**src/rtl/int_seq_ctrl_pkg.sv**
```systemverilog
// Shared types and defaults for the interrupt entry/return sequencer.
// Holds the sequencer state encoding and the default handler vector.
package int_seq_ctrl_pkg;

  typedef enum logic [1:0] {
    IDLE    = 2'd0,
    ENTER   = 2'd1,
    HANDLER = 2'd2,
    RETURN  = 2'd3
  } state_t;

  localparam logic [31:0] HANDLER_VEC_DEF = 32'h0000_000C;

endpackage

```
**src/rtl/int_seq_ctrl_sat_down_counter.sv**
```systemverilog
// Loadable down-counter that saturates at zero; used for the post-ERET holdoff window.
// It keeps counting whether or not the pipeline is stalled.
module sat_down_counter #(
  parameter int W = 3
) (
  input  logic         clk,
  input  logic         rst,
  input  logic         load,
  input  logic [W-1:0] value,
  output logic         zero
);

  logic [W-1:0] cnt;

  // NOTE: sequential state is written with non-blocking assignments only, so every
  // flop samples pre-edge values regardless of process evaluation order.
  always_ff @(posedge clk) begin
    if (rst) begin
      cnt <= '0;
    end else if (load) begin
      cnt <= value;
    end else if (cnt != '0) begin
      cnt <= cnt - W'(1);
    end
  end

  assign zero = (cnt == '0);

endmodule

```
**src/rtl/int_seq_ctrl.sv**
```systemverilog
// Interrupt entry/return sequencer for the 5-stage MIPS pipeline: latches requests,
// redirects the PC to the handler and back on ERET, and flushes wrong-path stages.
module int_seq_ctrl
  import int_seq_ctrl_pkg::*;
#(
  parameter logic [31:0] HANDLER_VEC = HANDLER_VEC_DEF,
  parameter int          HOLDOFF     = 4,
  parameter int          CNT_W       = 3
) (
  input  logic        clk,
  input  logic        rst,
  input  logic        int_req,
  input  logic        ie_wen,
  input  logic        ie_din,
  input  logic        stall_in,
  input  logic        eret_id,
  input  logic [31:0] return_addr,
  output logic        epc_ctrl,
  output logic [31:0] epc,
  output logic        flush_id,
  output logic        flush_exe,
  output logic        int_ack,
  output logic        in_handler,
  output logic        ie,
  output logic        int_pending
);

  localparam logic [CNT_W-1:0] HOLDOFF_LD = CNT_W'(HOLDOFF);

  if (HOLDOFF >= (1 << CNT_W)) begin : g_bad_cnt_w
    $error("int_seq_ctrl: CNT_W too narrow for HOLDOFF");
  end

  state_t      state, state_next;
  logic [31:0] epc_reg;
  logic        ie_q;
  logic        pending_q;
  logic        holdoff_zero;
  logic        take;

  // Take only from IDLE; ie_q here is the pre-write value even if ie_wen is active.
  assign take = (state == IDLE) & pending_q & ie_q & ~stall_in & holdoff_zero;

  always_ff @(posedge clk) begin
    if (rst) begin
      state     <= IDLE;
      ie_q      <= 1'b0;
      pending_q <= 1'b0;
      epc_reg   <= '0;
    end else begin
      state <= state_next;
      if (ie_wen) ie_q <= ie_din;
      // A request arriving in the ack cycle wins over the clear.
      if (int_req)             pending_q <= 1'b1;
      else if (state == ENTER) pending_q <= 1'b0;
      if (take) epc_reg <= return_addr;
    end
  end

  // NOTE: every signal driven in always_comb gets a default first; a path that
  // leaves one unassigned would infer a latch.
  always_comb begin
    state_next = state;
    unique case (state)
      IDLE:    if (take) state_next = ENTER;
      ENTER:   state_next = HANDLER;
      HANDLER: if (eret_id && !stall_in) state_next = RETURN;
      RETURN:  state_next = IDLE;
      default: state_next = IDLE;
    endcase
  end

  always_comb begin
    epc_ctrl   = 1'b0;
    epc        = HANDLER_VEC;
    flush_id   = 1'b0;
    flush_exe  = 1'b0;
    int_ack    = 1'b0;
    in_handler = 1'b0;
    unique case (state)
      ENTER: begin
        epc_ctrl  = 1'b1;
        flush_id  = 1'b1;
        flush_exe = 1'b1;
        int_ack   = 1'b1;
      end
      HANDLER: in_handler = 1'b1;
      RETURN: begin
        epc_ctrl   = 1'b1;
        epc        = epc_reg;
        flush_id   = 1'b1;
        flush_exe  = 1'b1;
        in_handler = 1'b1;
      end
      default: ;
    endcase
  end

  assign ie          = ie_q;
  assign int_pending = pending_q;

  sat_down_counter #(
    .W (CNT_W)
  ) u_holdoff (
    .clk   (clk),
    .rst   (rst),
    .load  (state == RETURN),
    .value (HOLDOFF_LD),
    .zero  (holdoff_zero)
  );

endmodule

```
**config.mk**
```make
export PLATFORM = sky130hd
export DESIGN_NAME = int_seq_ctrl
export DESIGN_NICKNAME = d
export VERILOG_FILES = /design/src/rtl/int_seq_ctrl_pkg.sv /design/src/rtl/int_seq_ctrl_sat_down_counter.sv /design/src/rtl/int_seq_ctrl.sv
export SDC_FILE = /design/constraint.sdc
export NUM_CORES = 1
export LEC_CHECK = 0
export ABC_CLOCK_PERIOD_IN_PS = 2800
export CORE_ASPECT_RATIO = 0.9
export CORE_MARGIN = 4
export CORE_UTILIZATION = 48
export CTS_BUF_LIST = sky130_fd_sc_hd__clkbuf_4 sky130_fd_sc_hd__clkbuf_8
export DETAILED_ROUTE_END_ITERATION = 6
export PLACE_DENSITY = 0.93
export SLEW_MARGIN = 20
export SYNTH_ARGS = -nofsm -noshare
export SYNTH_HDL_FRONTEND = slang
export SYNTH_SLANG_ARGS = --single-unit
```
**constraint.sdc**
```tcl
create_clock -name clk -period 2.8 [get_ports clk]
set_input_delay 0.84 -clock clk [delete_from_list [all_inputs] [get_ports clk]]
set_output_delay 0.84 -clock clk [all_outputs]
set_load 0.05 [all_outputs]
```
After elaboration in Yosys (flattened, before gate mapping)
Index checks and enable logic that the tools add are counted.

word-level totals
  bits in registers = 39
  bits of input ports = 39
  output and inout bits = 39
  word-level logic and storage cells = 39

operators by class
  bitwise operators = 5
  reduce and logical (&&, ||, !) cells = 11
  eq/ne operators = 5
  multiplexer cells = 11
  $add $sub $neg = 1

operator list
  cell                                                                   number
  32-bit two-way mux                                                     1
  2-bit case mux with 4 select lines                                     1
  3-bit two-way mux                                                      2
  2-bit OR reduction                                                     3
  1-bit two-way mux                                                      5
  1-bit bitwise AND                                                      4
  2-bit equality test, second input constant                             2
  2-bit two-way mux                                                      2
  2-bit != test, second input constant                                   2
  2-bit nonzero test                                                     2
  3-bit zero test                                                        1
  3-bit nonzero test                                                     1
  3-bit by 1-bit subtractor with 3-bit output, second input constant     1
  2-bit by 1-bit equality test with 1-bit output, second input constant  1
  2-bit zero test                                                        1
  2-bit AND reduction                                                    1
  1-bit logical AND                                                      1
  1-bit zero test                                                        1
  1-bit inverter                                                         1

Longest topological paths before layout
Gate-level depths: netlist of run 1.

  depth after elaboration = 7
  gate-level depth with buffers = 8
  gate-level depth less buffers = 7

Cells and area by module
From an unflattened synthesis of run 1, not the netlist that was laid out.

unflattened totals
  cells, all modules = 237
  area, all modules = 1925.6 um2

modules (own cells, without submodules)
  module            area an instance (um2)  sequential area each (um2)  instances  cells each
  int_seq_ctrl      1719.1                  720.7                       1          215
  sat_down_counter  206.4                   60.1                        1          22

Worst setup path after synthesis of run 1
OpenSTA, ideal clock, no wires.

  kind = register -> output
  start point = register state[1]
  end point = output flush_exe
  data required time = 1.960 ns
  setup slack = 0.429 ns
  arrival time = 1.531 ns
  path buffers = 1
  stages on the path, launching flop included = 5
  cell sequence = dfxtp_1 -> inv_1 -> ha_1 -> or2_2 -> buf_4

on the way
  word-level cells in the longest chain between the ends = 3
  elaborated cells on any way between the ends = 4
  classes of those cells = 2 x eq/ne; 1 x mux; 1 x reduce/logical

RTL lines
  element                                                                                       line                RTL
  start, declared                                                                               int_seq_ctrl.sv:34  state_t state, state_next;
  start signal, assigned                                                                        int_seq_ctrl.sv:51  state <= state_next;
  2-bit by 1-bit equality test with 1-bit output / 2-bit equality test (equally long branches)  n/a
  2-bit OR reduction (no line) (*)                                                              n/a
  1-bit two-way mux (*)                                                                         n/a
  end, declared                                                                                 int_seq_ctrl.sv:21  output logic flush_exe,

Every way passes the cells marked *; elsewhere a longest branch is shown, timed or not.

Final worst setup path of run 1
  start point = register state[1]
  end point = output int_ack

on the way
  word-level cells in the longest chain between the ends = 2

RTL lines
  element                                         line                RTL
  2-bit by 1-bit equality test with 1-bit output  int_seq_ctrl.sv:80  unique case (state)
  1-bit two-way mux                               int_seq_ctrl.sv:80
  end, declared                                   int_seq_ctrl.sv:22  output logic int_ack,

Every way passes these cells.

==> results by group, run 1 <==
Layout
  • Max reg flops: 32
  • Cell Count, Final, Fillers Out: about 340
  • Fraction of layout instances using a drive strength above 1: 18.2%
  • Final nets: 342
  • Area growth from synthesis to layout: 55.8%
  • Ant. Diodes: 0
  • FF+latch area: 781 um2
  • Multi-input logic area: 952 um2
  • Fillers: 261

Synthesis
  • Area share of fa/ha/maj cells after synthesis: 5.08%
  • Library cells used by synthesis: 25
  • Ys Warns: 0
  • Syn Std Cell Area: approximately 2000 um2
  • Syn nets: 277
  • Post-Synth XOR/XNOR Area: 0.445%
  • Synth top area share: 39.6%
  • #FFs+latches synth: 39
  • Compound-Gate Fraction of Synth Area: between 10% and 20%
  • Synth area leaders: dfxtp_1 (40%), and2_1 (9.5%), a21oi_1 (8.6%)
  • Dominant cell type by area after synthesis: dfxtp_1
  • Post-Synthesis Cells: 230
  • Sequential element share of the synthesized area: 39.6%
  • Mean Syn Cell Area: 8.56 um2
  • Post-Synth Simple-Gate Area: 23.3%
  • Largest family of logic cells by synthesized area: simple AND/OR/NAND/NOR gates
  • Fraction of synthesized area in multiplexers: under 10%

STA
  • Slew HR: 46.3%
  • Slew @ Worst Pin: around 0.81 ns
  • Final Hold Viols: 0
  • Minimum clock period: 2.64 ns
  • Max frequency: 379 MHz
  • Final setup fails: 0
  • Total Negative Setup Slacks: 0 ns
  • Clock skew: 0.00510 ns
  • Unrepaired setup endpoints after global routing: false
  • Period utilization: 94.3%
  • Slew Viols, Final: 0

Critical path
  • Worst setup endpoint: int_ack
  • R2R setup slack: 0.98 ns
  • CP Capture Type: output pin
  • Slowest stage delay, CP: 0.82 ns
  • Reg-to-Reg End: epc_reg[10]$_SDFFE_PP0P_
  • CP Cell Sequence: inv_1, ha_1, clkdlybuf4s50_1
  • R2R cell count: 7
  • Crit path buf inv count: 2
  • Stages on the worst setup path: 3
  • Crit Path Class: flip-flop to output pin
  • CP required: between 1.5 and 2 ns
  • Data arrival, critical path: 1.80 ns
  • Startpoint Class: flip-flop
  • Worst r2r src: u_holdoff.cnt[0]$_SDFFE_PP0P_
  • Crit path max fanout: 4
  • Crit. Startpoint: state[1]$_SDFFE_PP0P_
  • Slowest-stage cell, CP: clkdlybuf4s50_1
  • Family with the most delay on the worst path: buffers and inverters

Clock tree
  • Clock tree buffer depth: 2
  • Reg clk slew, reported paths: about 0.070 ns
  • H-tree levels: 2
  • Resized cells post-CTS: 0
  • Inserted Clock Buffers: 5
  • TritonCTS clock tree: done
  • Setup Buffers After CTS: 0
  • Hold buffer count at cts: 0
  • Clock sink total: 39
  • Clk root buf: clkbuf_8
  • Clk_lat worst skew: 0.29 ns

Floorplan
  • Die Width: 75.5 um
  • Chip height: around 70 um
  • Core box area: 3840 um2
  • Die area: 5190 um2
  • Initial Utilization: 51.3%
  • Rows: 21
  • I/O pin total: 78

Global route
  • Largest net degree at the start of global routing: 41
  • Grt ovf: 0
  • First-pass GRT wire length: 8.34 mm
  • Vias in the first global route: approximately 1800
  • Initial antenna violation count: 0
  • Global-route usage over all layers: 20.6%

Power and ir drop
  • Leakage: 1.15 nW
  • Power Dens Cells: 556 nW/um2
  • Worst VDD drop: 0.497 mV

Run
  • Max_cap viols: 0

Hold path
  • Worst hold path class: flip-flop to flip-flop

Drt
  • Total Routed Length: 5.06 mm
  • WL/cell: 14.8 um
  • Via density: 5.41
  • Vias: 1850
  • DRT antenna net count: 0
  • Iter 0 DRT Violations: 188
  • Post-route DRC: 0
  • Drt pass-1 iters: 4

Placed design
  • IO buf count: slightly below 80
  • Dpl cells: 334
  • Detail Placement HPWL: about 3.6 mm
  • Gp weighted congestion: 0.729

Outcome
  • Status: completed
## cells in the final DEF (no fill, tap or decap), types with 3 or more instances in the layout
cell type,Yosys,routed
nand2b_1,5,5
dfxtp_1,39,39
buf_4,3,7
nor2_1,4,4
a211oi_1,3,3
inv_1,8,8
and2_1,30,30
buf_12,0,34
nand3_1,32,32
o21ai_0,32,32
ha_1,8,7
clkbuf_8,5,7
clkdlybuf4s50_1,0,41
a21oi_1,34,34
## cell type report
| type | count | area share [%] |
|---|---|---|
| clock buffers | 8 | 3.39 |
| flip-flops and latches | 39 | 25.4 |
| well taps | 46 | 1.88 |
| repair buffers | 82 | 37.3 |
| inverters | 8 | 0.979 |
| multi-input cells | 159 | 31.0 |
## power by group
group	switching [W]	internal (W)	total (W)	leakage, nW
combinational	0.000430	0.000253	0.000683	0.783
sequential	0.0000224	0.000586	0.000609	0.315
clock	0.000179	0.000234	0.000413	0.0549
## cell families after synthesis
family,Yosys count
compound gates,70
xor+xnor,1
fa+ha+maj,8
buf+inv,32
flops,39
mux,2
simple gates,78
## tightest hold or removal path, stage by stage, from the launching register on
cell	delay [ns]
dfxtp_1	0.30
o21ai_0	0.06
a21oi_1	0.06
## Yosys cell counts
master and n:
or2_2 2, nand4b_4 1, o21ai_0 32, nand2b_1 5
dlygate4sd1_1 1, xor2_1 1, inv_1 8, clkbuf_2 3
a21oi_1 34, nand3_1 32, buf_8 3, nor2_1 4
clkbuf_8 5, mux2i_1 2, buf_6 2, and4b_1 1
buf_4 3, a22o_1 1, ha_1 8, clkbuf_1 7
dfxtp_1 39, nor3_1 2, and2_1 30, and2b_2 1
a211oi_1 3
## metal layers
layer	track usage, %	wire (um)	up-vias
li1	-	-	909
met1	25.9	2070	861
met2	33.1	2440	74
met3	7.54	517	6
met4	6.11	36	0
met5	0	0	-
## worst min path at each step
stage	startpoint	endpoint	cells past startpoint	slack, ns
2_1_floorplan	epc_reg[2]$_SDFFE_PP0P_	epc_reg[2]$_SDFFE_PP0P_	2	0.45
3_3_place_gp	epc_reg[7]$_SDFFE_PP0P_	epc_reg[7]$_SDFFE_PP0P_	2	0.46
3_5_place_dp	epc_reg[9]$_SDFFE_PP0P_	epc_reg[9]$_SDFFE_PP0P_	2	0.47
4_1_cts	epc_reg[24]$_SDFFE_PP0P_	epc_reg[24]$_SDFFE_PP0P_	2	0.48
5_1_grt	epc_reg[31]$_SDFFE_PP0P_	epc_reg[31]$_SDFFE_PP0P_	2	0.49
6_report	epc_reg[9]$_SDFFE_PP0P_	epc_reg[9]$_SDFFE_PP0P_	2	0.47
## through the flow
step                total power (W)  setup slack, ns  area (um2)  hold slack, ns  utilization (%)
floorplan                   0.00114            0.429        1970           0.446                -
global placement            0.00129            0.531        2960           0.455             77.2
detailed placement          0.00130            0.418        2960           0.466             77.2
CTS                         0.00171            0.104        3070           0.475             79.9
global route                0.00180           0.0850        3070           0.494             80.0
finish                      0.00170            0.160        3070           0.472             80.0
Power figures use the tool's default switching activity.
==> run 2, diff against run 1 <==
ABC_CLOCK_PERIOD_IN_PS = 2150   (was 2800)
CORE_UTILIZATION = 40   (was 48)
PLACE_DENSITY = 0.84   (was 0.93)
SYNTH_HIERARCHICAL = 1   (was not set)
clock period = 2.15 ns   (was 2.8 ns; I/O delays follow)
==> run 2 against run 1 <==
Compared with the run above:
- design area rose by 4.1%
- count of clock-buffer cells in the layout shrank 1
- die area grew 15%
- worst hold slack worse by 0.0017 ns
- register-to-register slack got worse by 0.56 ns
- sequential cell count did not move
- first-iteration DRC count fell by 55%
- critical path depth up 1
- combinational power up 30%
- total power is 30% higher
- largest power group unchanged
==> results by group, run 2 <==
STA
  • Final setup fails: 0 (unchanged)
  • Minimum clock period: 2.10 ns
  • Total Negative Setup Slacks: 0 ns (unchanged)
  • Max frequency: 476 MHz
  • Fin Hold WS: 0.471 ns (-0.00168 ns)
  • Unrepaired setup endpoints after global routing: false
  • Clock skew: 0.00593 ns (+0.000825 ns)
  • Period utilization: 97.8%
  • Slew Viols, Final: 0 (unchanged)
  • Post-route setup slack: 0.0483 ns (-0.112 ns)
  • Final Hold Viols: 0 (unchanged)

Critical path
  • CP required: 1.50 ns (-0.46 ns)
  • Reg-to-Reg End: state[0]$_SDFFE_PP0P_
  • R2R cell count: 8 (+1)
  • Crit Path Class: flip-flop to output pin
  • CP Capture Type: output pin
  • Startpoint Class: flip-flop
  • Worst r2r src: u_holdoff/cnt[0]$_SDFFE_PP0P_
  • Data arrival, critical path: 1.46 ns (-0.34 ns)
  • Crit path max fanout: 4 (unchanged)
  • R2R setup slack: 0.42 ns (-0.56 ns)

Clock tree
  • Clock sink total: 39 (unchanged)
  • H-tree levels: 2 (unchanged)
  • Inserted Clock Buffers: 5 (unchanged)
  • TritonCTS clock tree: done
  • Clk root buf: clkbuf_8
  • Clock tree buffer depth: 2 (unchanged)
  • Hold buffer count at cts: 0 (unchanged)
  • Reg clk slew, reported paths: 0.07 ns (about the same)
  • Setup Buffers After CTS: 0 (unchanged)
  • Clk_lat worst skew: 0.29 ns (about the same)
  • Resized cells post-CTS: 1 (+1)

Synthesis
  • Top FF cell, synth: dfxtp_1
  • Synth cell count leaders: dfxtp_1 (39), a21oi_1 (33), o21ai_0 (33), nand3_1 (32), and2_1 (30)
  • EDFF count, synth: 0 (unchanged)
  • Sequential element share of the synthesized area: 40.5% (+0.90 points)
  • Area share of fa/ha/maj cells after synthesis: 4.55% (-0.53 points)
  • Mean Syn Cell Area: 8.12 um2 (-5.1%)
  • Post-Synth XOR/XNOR Area: 0% (-0.44 points)
  • Count leader, synth: dfxtp_1
  • Synth top area share: 40.5% (+0.90 points)
  • Library cells used by synthesis: 28 (+12%)
  • Post-Synth Simple-Gate Area: 25.3% (+2.0 points)
  • Compound-Gate Fraction of Synth Area: 19.9% (+1.5 points)
  • Fraction of synthesized area in multiplexers: 1.04% (+0.023 points)
  • Syn Std Cell Area: 1930 um2 (-2.2%)
  • Post-Synthesis Cells: 237 (+3.0%)
  • #FFs+latches synth: 39 (unchanged)
  • Largest family of logic cells by synthesized area: simple AND/OR/NAND/NOR gates
  • Synth area leaders: dfxtp_1 (41%), and2_1 (9.7%), a21oi_1 (8.6%)
  • Dominant cell type by area after synthesis: dfxtp_1
  • Ys Warns: 6 (+6)
  • Post-synth ARST share: 0% (unchanged)

Global route
  • Vias in the first global route: 1858 (+4.2%)
  • Largest net degree at the start of global routing: 40 (-2.4%)
  • First-pass GRT wire length: 8.19 mm (-1.7%)
  • Initial antenna violation count: 0 (unchanged)
  • Grt ovf: 0 (unchanged)
  • Global-route usage over all layers: 17.8% (-2.8 points)

Placed design
  • Cell area after placement: 3090 um2 (+4.2%)
  • Pre-CTS WS: 0.204 ns (-0.214 ns)
  • Gp weighted congestion: 0.747 (+2.6%)
  • Detail Placement HPWL: 3.65 mm (+2.5%)
  • IO buf count: 77 (unchanged)

Drt
  • Post-route DRC: 0 (unchanged)
  • Total Routed Length: 5.36 mm (+5.9%)
  • Drt pass-1 iters: 6 (+2)
  • WL/cell: 14.5 um (-1.8%)
  • Vias: 1917 (+3.6%)
  • DRT antenna net count: 0 (unchanged)
  • Via density: 5.20 (-4.0%)
  • Iter 0 DRT Violations: 85 (-55%)

Layout
  • Most frequent cells in the layout: clkdlybuf4s50_1 (38), buf_12 (38), dfxtp_1 (37)
  • Fraction of layout instances using a drive strength above 1: 19.9% (+1.6 points)
  • Fillers: 346 (+33%)
  • Max reg flops: 32 (unchanged)
  • Area growth from synthesis to layout: 65.9%
  • Finished Cell Area: 3190 um2 (+4.1%)
  • Final nets: 352 (+2.9%)
  • Ant. Diodes: 0 (unchanged)

Hold path
  • Min-Delay Path Depth: 2 (unchanged)
  • WHS Endpoint: epc_reg[24]$_SDFFE_PP0P_
  • Worst hold path class: flip-flop to flip-flop
  • Startpoint of the worst hold path: epc_reg[24]$_SDFFE_PP0P_

Run
  • Max_cap viols: 0 (unchanged)

Floorplan
  • Die Width: 81.1 um (+7.4%)
  • Initial Utilization: 42.4% (-9.0 points)
  • Die area: 5990 um2 (+15%)
  • I/O pin total: 78 (unchanged)
  • Core box area: 4550 um2 (+19%)
  • Chip height: 73.8 um (+7.4%)
  • Rows: 23 (+9.5%)

Power and ir drop
  • Worst VDD drop: 0.464 mV (-6.8%)
  • Leakage: 1.19 nW (+2.9%)
  • Power Dens Cells: 692 nW/um2 (+25%)

Outcome
  • Status: completed
[run 2: cell types whose count changed after synthesis, moves of 2 or more]
cell	change
clkbuf_1	+6
a211oi_1	-3
nor4b_1	+2
buf_8	-3
clkbuf_8	-5
conb_1	+2
a2111oi_1	+2
nor3_1	-2
nor2b_1	+5
nand2_1	+2
[run 2: metrics by stage]
stage | instances | util (%) | total power, W
final | 369 | 70.3 | 0.00221
after CTS | 369 | 69.9 | 0.00219
after detailed placement | 361 | 67.9 | 0.00170
after global placement | 361 | 67.9 | 0.00167
after global routing | 369 | 70.3 | 0.00231
after floorplan | 238 | - | 0.00138
[run 2: worst max path at each step]
stage	slack, ns	endpoint	start
2_1_floorplan	0.07	flush_exe	state[1]$_SDFFE_PP0P_
3_3_place_gp	0.26	state[0]$_SDFFE_PP0P_	stall_in
3_5_place_dp	0.20	epc_reg[27]$_SDFFE_PP0P_	stall_in
4_1_cts	0.02	epc[27]	state[0]$_SDFFE_PP0P_
5_1_grt	0.006	in_handler	state[0]$_SDFFE_PP0P_
6_report	0.05	in_handler	state[0]$_SDFFE_PP0P_
[run 2: cell type report]
type / instances / area, um2 / share of cell area (%)
Sequential cell: 39 / 786 / 24.6
Clock inverter: 1 / 5.00 / 0.157
Inverter: 9 / 33.8 / 1.06
Tap cell: 62 / 77.6 / 2.43
Multi-Input combinational cell: 167 / 1010 / 31.5
Clock buffer: 7 / 83.8 / 2.62
Timing Repair Buffer: 84 / 1200 / 37.6
[run 2: critical path, cell delays in order, from the launching register on]
cell and delay, ns:
dfxtp_4 0.38, inv_1 0.08, ha_1 0.24, or2_2 0.31
buf_12 0.16
[run 2: kinds of logic (layout without fill, tap and decap cells)]
kind of cell             count (synthesis)  after routing
AO/OA/AOI/OAI                           71             71
adder cells (fa/ha/maj)                  7              7
buffers and inverters                   32            101
flip-flops                              39             39
multiplexers                             2              2
other                                    2              3
AND/OR/NAND/NOR                         84             84
[run 2: where the power goes]
| group | total [W] | switching [W] | internal, W |
|---|---|---|---|
| Clock | 0.000495 | 0.000242 | 0.000253 |
| Sequential | 0.000824 | 0.0000464 | 0.000778 |
| Combinational | 0.000891 | 0.000516 | 0.000375 |
| Total | 0.00221 | 0.000805 | 0.00141 |
[run 2: routing by layer]
layer / track usage (%) / share of wire (%) / up-vias
li1: - / - / 941
met1: 20.9 / 40 / 903
met2: 30.4 / 50 / 68
met3: 6.62 / 8.6 / 5
met4: 5.07 / 0.82 / 0
met5: 0 / 0 / -
